## config.mk

```make
export PLATFORM = sky130hd
export DESIGN_NAME = prog_loader
export DESIGN_NICKNAME = d
export VERILOG_FILES = /design/src/rtl/prog_loader.sv
export SDC_FILE = /design/constraint.sdc
export NUM_CORES = 1
export LEC_CHECK = 0
export BUFFER_PORTS_ARGS = -buffer_cell sky130_fd_sc_hd__buf_2
export CAP_MARGIN = 30
export CORE_MARGIN = 5
export CORE_UTILIZATION = 29
export CTS_CLUSTER_SIZE = 24
export DETAILED_ROUTE_END_ITERATION = 8
export PLACE_DENSITY = 0.52
export SLEW_MARGIN = 5
export SYNTH_ARGS = -nofsm -noshare
export SYNTH_HDL_FRONTEND = slang
export SYNTH_SLANG_ARGS = --single-unit
export TNS_END_PERCENT = 30
```

## constraint.sdc

```tcl
create_clock -name clk -period 3.56 [get_ports clk]
set_clock_uncertainty 0.05 [all_clocks]
set_input_delay 0.712 -clock clk [delete_from_list [all_inputs] [get_ports clk]]
set_output_delay 0.712 -clock clk [all_outputs]
set_load 0.02 [all_outputs]
```

## src/rtl/prog_loader.sv

```systemverilog
// Serial program loader: receives a framed byte stream from the host link
// and writes 32-bit instruction words into the core's instruction memory.
module prog_loader #(
    parameter int         ADDR_W = 10,
    parameter logic [7:0] MAGIC  = 8'hA5
) (
    input  logic              clk,
    input  logic              reset_n,
    input  logic              rx_valid,
    input  logic [7:0]        rx_data,
    output logic              rx_ready,
    output logic              imem_we,
    output logic [ADDR_W-1:0] imem_addr,
    output logic [31:0]       imem_wdata,
    output logic              core_reset,
    output logic              done,
    output logic              error
);

    typedef enum logic [2:0] {
        IDLE,
        CNT_LO,
        CNT_HI,
        DATA,
        CHK,
        DONE,
        ERR
    } state_t;

    localparam logic [16:0] MAX_WORDS = 17'd1 << ADDR_W;

    state_t              state_q;
    logic                rdy_q;
    logic                we_q;
    logic [ADDR_W-1:0]   addr_q;
    logic [31:0]         wdata_q;
    logic                crst_q;
    logic                done_q;
    logic                err_q;
    logic [7:0]          chk_q;
    logic [15:0]         cnt_q;
    logic [16:0]         widx_q;
    logic [1:0]          lane_q;
    logic [23:0]         word_q;

    logic                acc;
    logic [15:0]         cnt_w;
    logic [16:0]         widx_nx;

    assign acc     = rx_valid & rdy_q;
    assign cnt_w   = {rx_data, cnt_q[7:0]};
    assign widx_nx = widx_q + 17'd1;

    assign rx_ready   = rdy_q;
    assign imem_we    = we_q;
    assign imem_addr  = addr_q;
    assign imem_wdata = wdata_q;
    assign core_reset = crst_q;
    assign done       = done_q;
    assign error      = err_q;

    // Frame parser FSM; every output is a register updated here.
    always_ff @(posedge clk or negedge reset_n) begin
        if (!reset_n) begin
            state_q <= IDLE;
            rdy_q   <= 1'b0;
            we_q    <= 1'b0;
            addr_q  <= '0;
            wdata_q <= '0;
            crst_q  <= 1'b1;
            done_q  <= 1'b0;
            err_q   <= 1'b0;
            chk_q   <= '0;
            cnt_q   <= '0;
            widx_q  <= '0;
            lane_q  <= '0;
            word_q  <= '0;
        end else begin
            rdy_q <= 1'b1;
            we_q  <= 1'b0;
            if (acc) begin
                case (state_q)
                    IDLE, DONE, ERR: begin
                        // Only MAGIC starts a frame; anything else is dropped.
                        if (rx_data == MAGIC) begin
                            state_q <= CNT_LO;
                            done_q  <= 1'b0;
                            err_q   <= 1'b0;
                            chk_q   <= '0;
                            widx_q  <= '0;
                            lane_q  <= '0;
                            crst_q  <= 1'b1;
                        end
                    end
                    CNT_LO: begin
                        cnt_q[7:0] <= rx_data;
                        chk_q      <= chk_q ^ rx_data;
                        state_q    <= CNT_HI;
                    end
                    CNT_HI: begin
                        cnt_q[15:8] <= rx_data;
                        chk_q       <= chk_q ^ rx_data;
                        if (cnt_w == 16'd0 || {1'b0, cnt_w} > MAX_WORDS) begin
                            state_q <= ERR;
                            err_q   <= 1'b1;
                        end else begin
                            state_q <= DATA;
                        end
                    end
                    DATA: begin
                        chk_q  <= chk_q ^ rx_data;
                        lane_q <= lane_q + 2'd1;
                        case (lane_q)
                            2'd0: word_q[7:0]   <= rx_data;
                            2'd1: word_q[15:8]  <= rx_data;
                            2'd2: word_q[23:16] <= rx_data;
                            default: begin
                                we_q    <= 1'b1;
                                addr_q  <= widx_q[ADDR_W-1:0];
                                wdata_q <= {rx_data, word_q};
                                widx_q  <= widx_nx;
                                if (widx_nx == {1'b0, cnt_q}) begin
                                    state_q <= CHK;
                                end
                            end
                        endcase
                    end
                    CHK: begin
                        if (rx_data == chk_q) begin
                            state_q <= DONE;
                            done_q  <= 1'b1;
                            crst_q  <= 1'b0;
                        end else begin
                            state_q <= ERR;
                            err_q   <= 1'b1;
                        end
                    end
                    default: state_q <= IDLE;
                endcase
            end
        end
    end

endmodule
```

## Word-level counts from Yosys, hierarchy flattened

Index checks and enable logic that the tools add are counted.

- Bits in registers: 117
- Input bits: 11
- Output and inout bits: 47
- Logic and storage cells: 87

- $add $sub $neg: 2
- Magnitude comparators: 1
- Equal/unequal tests: 17
- Multiplexer cells: 25
- Bitwise logic cells: 3
- Reduce and logical (&&, ||, !) cells: 23

Operators with widths:

| operator | count |
|---|---|
| two-way mux 17 bit | 2 |
| one-hot mux 17 bit (2 select lines) | 1 |
| AND reduction 3 bit | 6 |
| adder 17 x 1 -> 17 bit, second input constant | 1 |
| == test 17 x 16 -> 1 bit | 1 |
| > comparator 16 x 11 -> 1 bit, second input constant | 1 |
| logical NOT 16 bit | 1 |
| one-hot mux 8 bit (2 select lines) | 1 |
| one-hot mux 3 bit (5 select lines) | 1 |
| two-way mux 3 bit | 4 |
| inequality test 2 bit, second input constant | 6 |
| AND reduction 4 bit | 3 |
| == test 3 bit, second input constant | 3 |
| two-way mux 1 bit | 9 |
| OR reduction 3 bit | 3 |
| == test 8 bit | 1 |
| == test 8 bit, second input constant | 1 |
| two-way mux 8 bit | 1 |
| bitwise XOR 8 bit | 1 |
| == test 3 x 2 -> 1 bit, second input constant | 2 |
| nonzero test 2 bit | 3 |
| AND reduction 5 bit | 1 |
| two-way mux 2 bit | 2 |
| one-hot mux 1 bit (2 select lines) | 2 |
| other kinds (13) | 14 |

## Logic depth before layout (Yosys ltp)

- Depth after elaboration: 5
- Mapped depth: 9
- Gate-level depth less buffers: 8

## Worst setup path before layout

Ideal clock, no wire load.

- Path kind: input -> register
- From: input port rx_data[4]
- To: register widx_q[10]
- Data arrival time: 2.055 ns
- Slack: 1.322 ns
- Stages on the path: 8
- Path through: clkbuf_1 > nor3_1 > and3_1 > o21a_1 > nand2_1 > clkbuf_1 > o21ai_0 > o31ai_1

- Longest elaborated chain between the ends: 3

RTL lines:

| element | line | RTL |
|---|---|---|
| start, declared | 10 | `input logic [7:0] rx_data,` |
| == test 8 bit | 85 | `if (rx_data == MAGIC) begin` |
| inequality test 2 bit (no line) | n/a |  |
| AND reduction 4 bit (no line) | n/a |  |
| end signal, assigned | 121 | `widx_q <= widx_nx;` |
| end, declared | 42 | `logic [16:0] widx_q;` |

Every way passes these cells.
A chain may end at the register's enable or synchronous reset.

## Worst setup path after layout

- From: register state_q[0]
- To: register widx_q[6]

- Longest elaborated chain between the ends: 4
- Elaborated cells between the ends (all ways): 10
- Those cells by class: eq/ne (5); mux (1); reduce/logical (4)

RTL lines:

| element | line | RTL |
|---|---|---|
| start, declared | 32 | `state_t state_q;` |
| start signal, assigned | 65 | `state_q <= IDLE;` |
| start signal, assigned | 86 | `state_q <= CNT_LO;` |
| start signal, assigned | 98 | `state_q <= CNT_HI;` |
| == test 3 bit / logical NOT 3 bit (equally long branches) | 82 | `case (state_q)` |
| OR reduction 3 bit | 82 |  |
| inequality test 2 bit (no line) / nonzero test 2 bit (equally long branches) | n/a |  |
| AND reduction 4 bit (no line) | n/a |  |

Several ways; a longest one is shown, not always the timed one.

==> flow_metrics.env <==
export IMPL_clock_path_buffers=2
export IMPL_setup_viol=0
export IMPL_synth_nets=596
export IMPL_hp_class="primary input to asynchronous set/reset pin"
export IMPL_routedWlPerCell_um=15.9
export IMPL_hpwlAfterDp_um=9860
export IMPL_ys_top_cells_by_area="dfrtp_1 52%, nand2_1 10%, mux2_2 8.3%, o21ai_0 3.8%, xor2_1 3.1%"
export IMPL_first_pass_iters=5
export IMPL_ys_flop_type="dfrtp_1"
export IMPL_syn2layout_area_growth_pct=20.2
export IMPL_critPathKind="flip-flop to flip-flop"
export IMPL_cp_slowest_cell="dfrtp_1"
export IMPL_grt_pass1_vias=4485
export IMPL_nFillCells=1898
export IMPL_ios=58
export IMPL_crit_required_ns=3.79
export IMPL_ctsHoldBuffers=0
export IMPL_p_leak_uw=0.00327
export IMPL_synthDistinctLibCells=43
export IMPL_die_h_um=149
export IMPL_total_power_uw=5120
export IMPL_fmax_ghz=0.338
export IMPL_cts_resized=0
export IMPL_final_setup_tns_ns=0
export IMPL_power_density_mw_per_mm2=763
export IMPL_overflow=0
export IMPL_critPathLaunchType="flip-flop"
export IMPL_routed_wirelength_um=14300
export IMPL_period_share_pct=83.1
export IMPL_grt_max_degree=62
export IMPL_post_route_drc_count=0
export IMPL_max_stage_delay_ns=0.64
export IMPL_vias=4358
export IMPL_ys_async_sr_fraction_pct=100
export IMPL_core_area_mm2=0.0188
export IMPL_worstMarginPinSlew_ns=0.741
export IMPL_vdd_ir_drop_max_uv=355
export IMPL_ys_ff_latch=117
export IMPL_path_max_fanout=17
export IMPL_detail_route_iter0_violations=233
export IMPL_synth_area_leader_cell="dfrtp_1"
export IMPL_final_antenna_net_count=0
export IMPL_cts_root_buf="clkbuf_16"
export IMPL_cts_setup_buffers=0
export IMPL_final_hold_violation_count=0
export IMPL_track_usage_pct=13.6
export IMPL_via_per_inst=4.83
export IMPL_status="completed"
export IMPL_synthCells=580
export IMPL_slew_headroom_pct=50.6
export IMPL_seq_area_frac_synth_pct=52.5
export IMPL_die_area_mm2=0.0221
export IMPL_clk_pin_slew_worst_paths_ns=0.06
export IMPL_rsz0062_at_grt="no"
export IMPL_regArea_mm2=0.00293
export IMPL_synth_edff_count=0
export IMPL_synth_area_per_cell_um2=9.61
export IMPL_period_minus_slack_ns=2.96
export IMPL_arrival_ns=3.19
export IMPL_multi_input_area_mm2=0.00248
export IMPL_setup_slack_ns=0.600
export IMPL_insertedDiodeCount=0
export IMPL_fp_dieW_um=149
export IMPL_start_util_pct=29.6
export IMPL_nNetsFinal=645
export IMPL_clk_latency_ns=0.42
export IMPL_crit_chain="xor2_1, nand2_1, a21boi_0, o21a_1, nand2_1, o21ai_0, o21ai_0"
export IMPL_cts_sinks=117
export IMPL_h_tree_depth=4
export IMPL_ys_warn_count=0
export IMPL_syn_area_mm2=0.00558
export IMPL_grt_antenna_before_repair=0
export IMPL_cp_end_kind="flip-flop"
export IMPL_cts_tree="built"
export IMPL_grt_pass1_wl_um=23900
export IMPL_synthDominantCellAreaShare_pct=52.1
export IMPL_maxSlewViolCount=0
export IMPL_dp_slack_ns=0.586
export IMPL_layout_drive_gt1_share_pct=22.7
export IMPL_port_buffers=57
export IMPL_numCtsBuffers=17
export IMPL_num_rows=50
export IMPL_place_gp_congestion=0.862
export IMPL_cap_violations=0
-- cells by family after synthesis --
logic type               synth area share, %
AO/OA/AOI/OAI                           10.4
XOR/XNOR                                5.18
adder cells (fa/ha/maj)                 1.12
buffers and inverters                   3.01
flip-flops                              52.5
multiplexers                            8.46
other                                 0.0673
AND/OR/NAND/NOR                         19.2
-- final cells by class --
type | count | area share, %
sequential | 117 | 43.7
multi-input combinational | 421 | 37.0
clock buffer | 18 | 6.40
timing repair buffer | 64 | 5.45
tap | 260 | 4.85
clock inverter | 14 | 2.15
inverter | 8 | 0.448
-- Yosys cell counts, types with 8 or more instances --
| master | number |
|---|---|
| clkbuf_1 | 26 |
| mux2_2 | 41 |
| o21ai_0 | 42 |
| nand2_1 | 151 |
| a21oi_1 | 33 |
| dfrtp_1 | 116 |
| buf_2 | 8 |
| xnor2_1 | 13 |
| nand3_1 | 12 |
| xor2_1 | 20 |
| nor2_1 | 32 |
| nor4_1 | 8 |
-- routing by layer --
metal,wire (um),GRT usage (%),part of all wire (%)
met4,341,4.90,2.4
met3,592,4.08,4.1
met2,6740,21.9,47
met1,6630,17.4,46
met5,0,0,0
-- worst paths after layout --
kind	startpoint	to	slack, ns	cells past startpoint
setup / recovery	state_q[0]	widx_q[6]	0.60	7
hold reg to reg	imem_wdata[21]	imem_wdata[21]	0.41	2
setup reg to reg	state_q[0]	widx_q[6]	0.60	7
min in group clk	imem_wdata[21]	imem_wdata[21]	0.41	2
max in group asynchronous	reset_n	cnt_q[0]	2.41	2
hold / removal	reset_n	imem_wdata[21]	0.30	1
-- registers in the layout, indices dropped and copies added, names as in the netlist --
register    flops
imem_addr      10
lane_q          2
cnt_q          16
imem_we         1
rx_ready        1
core_reset      1
word_q         24
error           1
done            1
chk_q           8
imem_wdata     32
widx_q         17
state_q         3
-- cell usage in the layout (no fill, tap or decap), drive strengths merged, types with 2 or more instances in the layout --
| master | n |
|---|---|
| o31ai | 7 |
| o41ai | 2 |
| a22o | 4 |
| dfrtp | 116 |
| nand2 | 151 |
| nor4 | 8 |
| nor3 | 10 |
| clkbuf | 18 |
| a221oi | 3 |
| a21oi | 33 |
| inv | 14 |
| xor2 | 20 |
| ha | 5 |
| nor2 | 32 |
| buf | 64 |
| and3 | 9 |
| nor2b | 3 |
| o21ai | 43 |
| o21a | 3 |
| nor3b | 2 |
| nand3 | 12 |
| nand4 | 8 |
| xnor2 | 13 |
| clkinv | 6 |
| mux2 | 41 |
-- power by group --
group	leakage [uW]	total, uW	switching, uW	internal, uW
clock	0.000280	1660	685	980
combinational	0.00150	1380	802	577
sequential	0.00149	2070	319	1760
-- through the flow --
stage | area [um^2] | utilization, % | hold WS (ns) | instances
floorplan | 5580 | - | 0.366 | 580
global placement | 6130 | 32.6 | 0.405 | 870
detailed placement | 6130 | 32.6 | 0.408 | 870
CTS | 6700 | 35.6 | 0.332 | 902
global route | 6700 | 35.6 | 0.360 | 902
finish | 6700 | 35.6 | 0.305 | 902
-- worst max-delay path, delay by kind of cell, from the launching register on --
family | cells | cell delay, ns
xor+xnor | 1 | 0.16
compound gates | 4 | 1.16
flops | 1 | 0.64
simple gates | 2 | 0.81
Power figures use the tool's default switching activity.
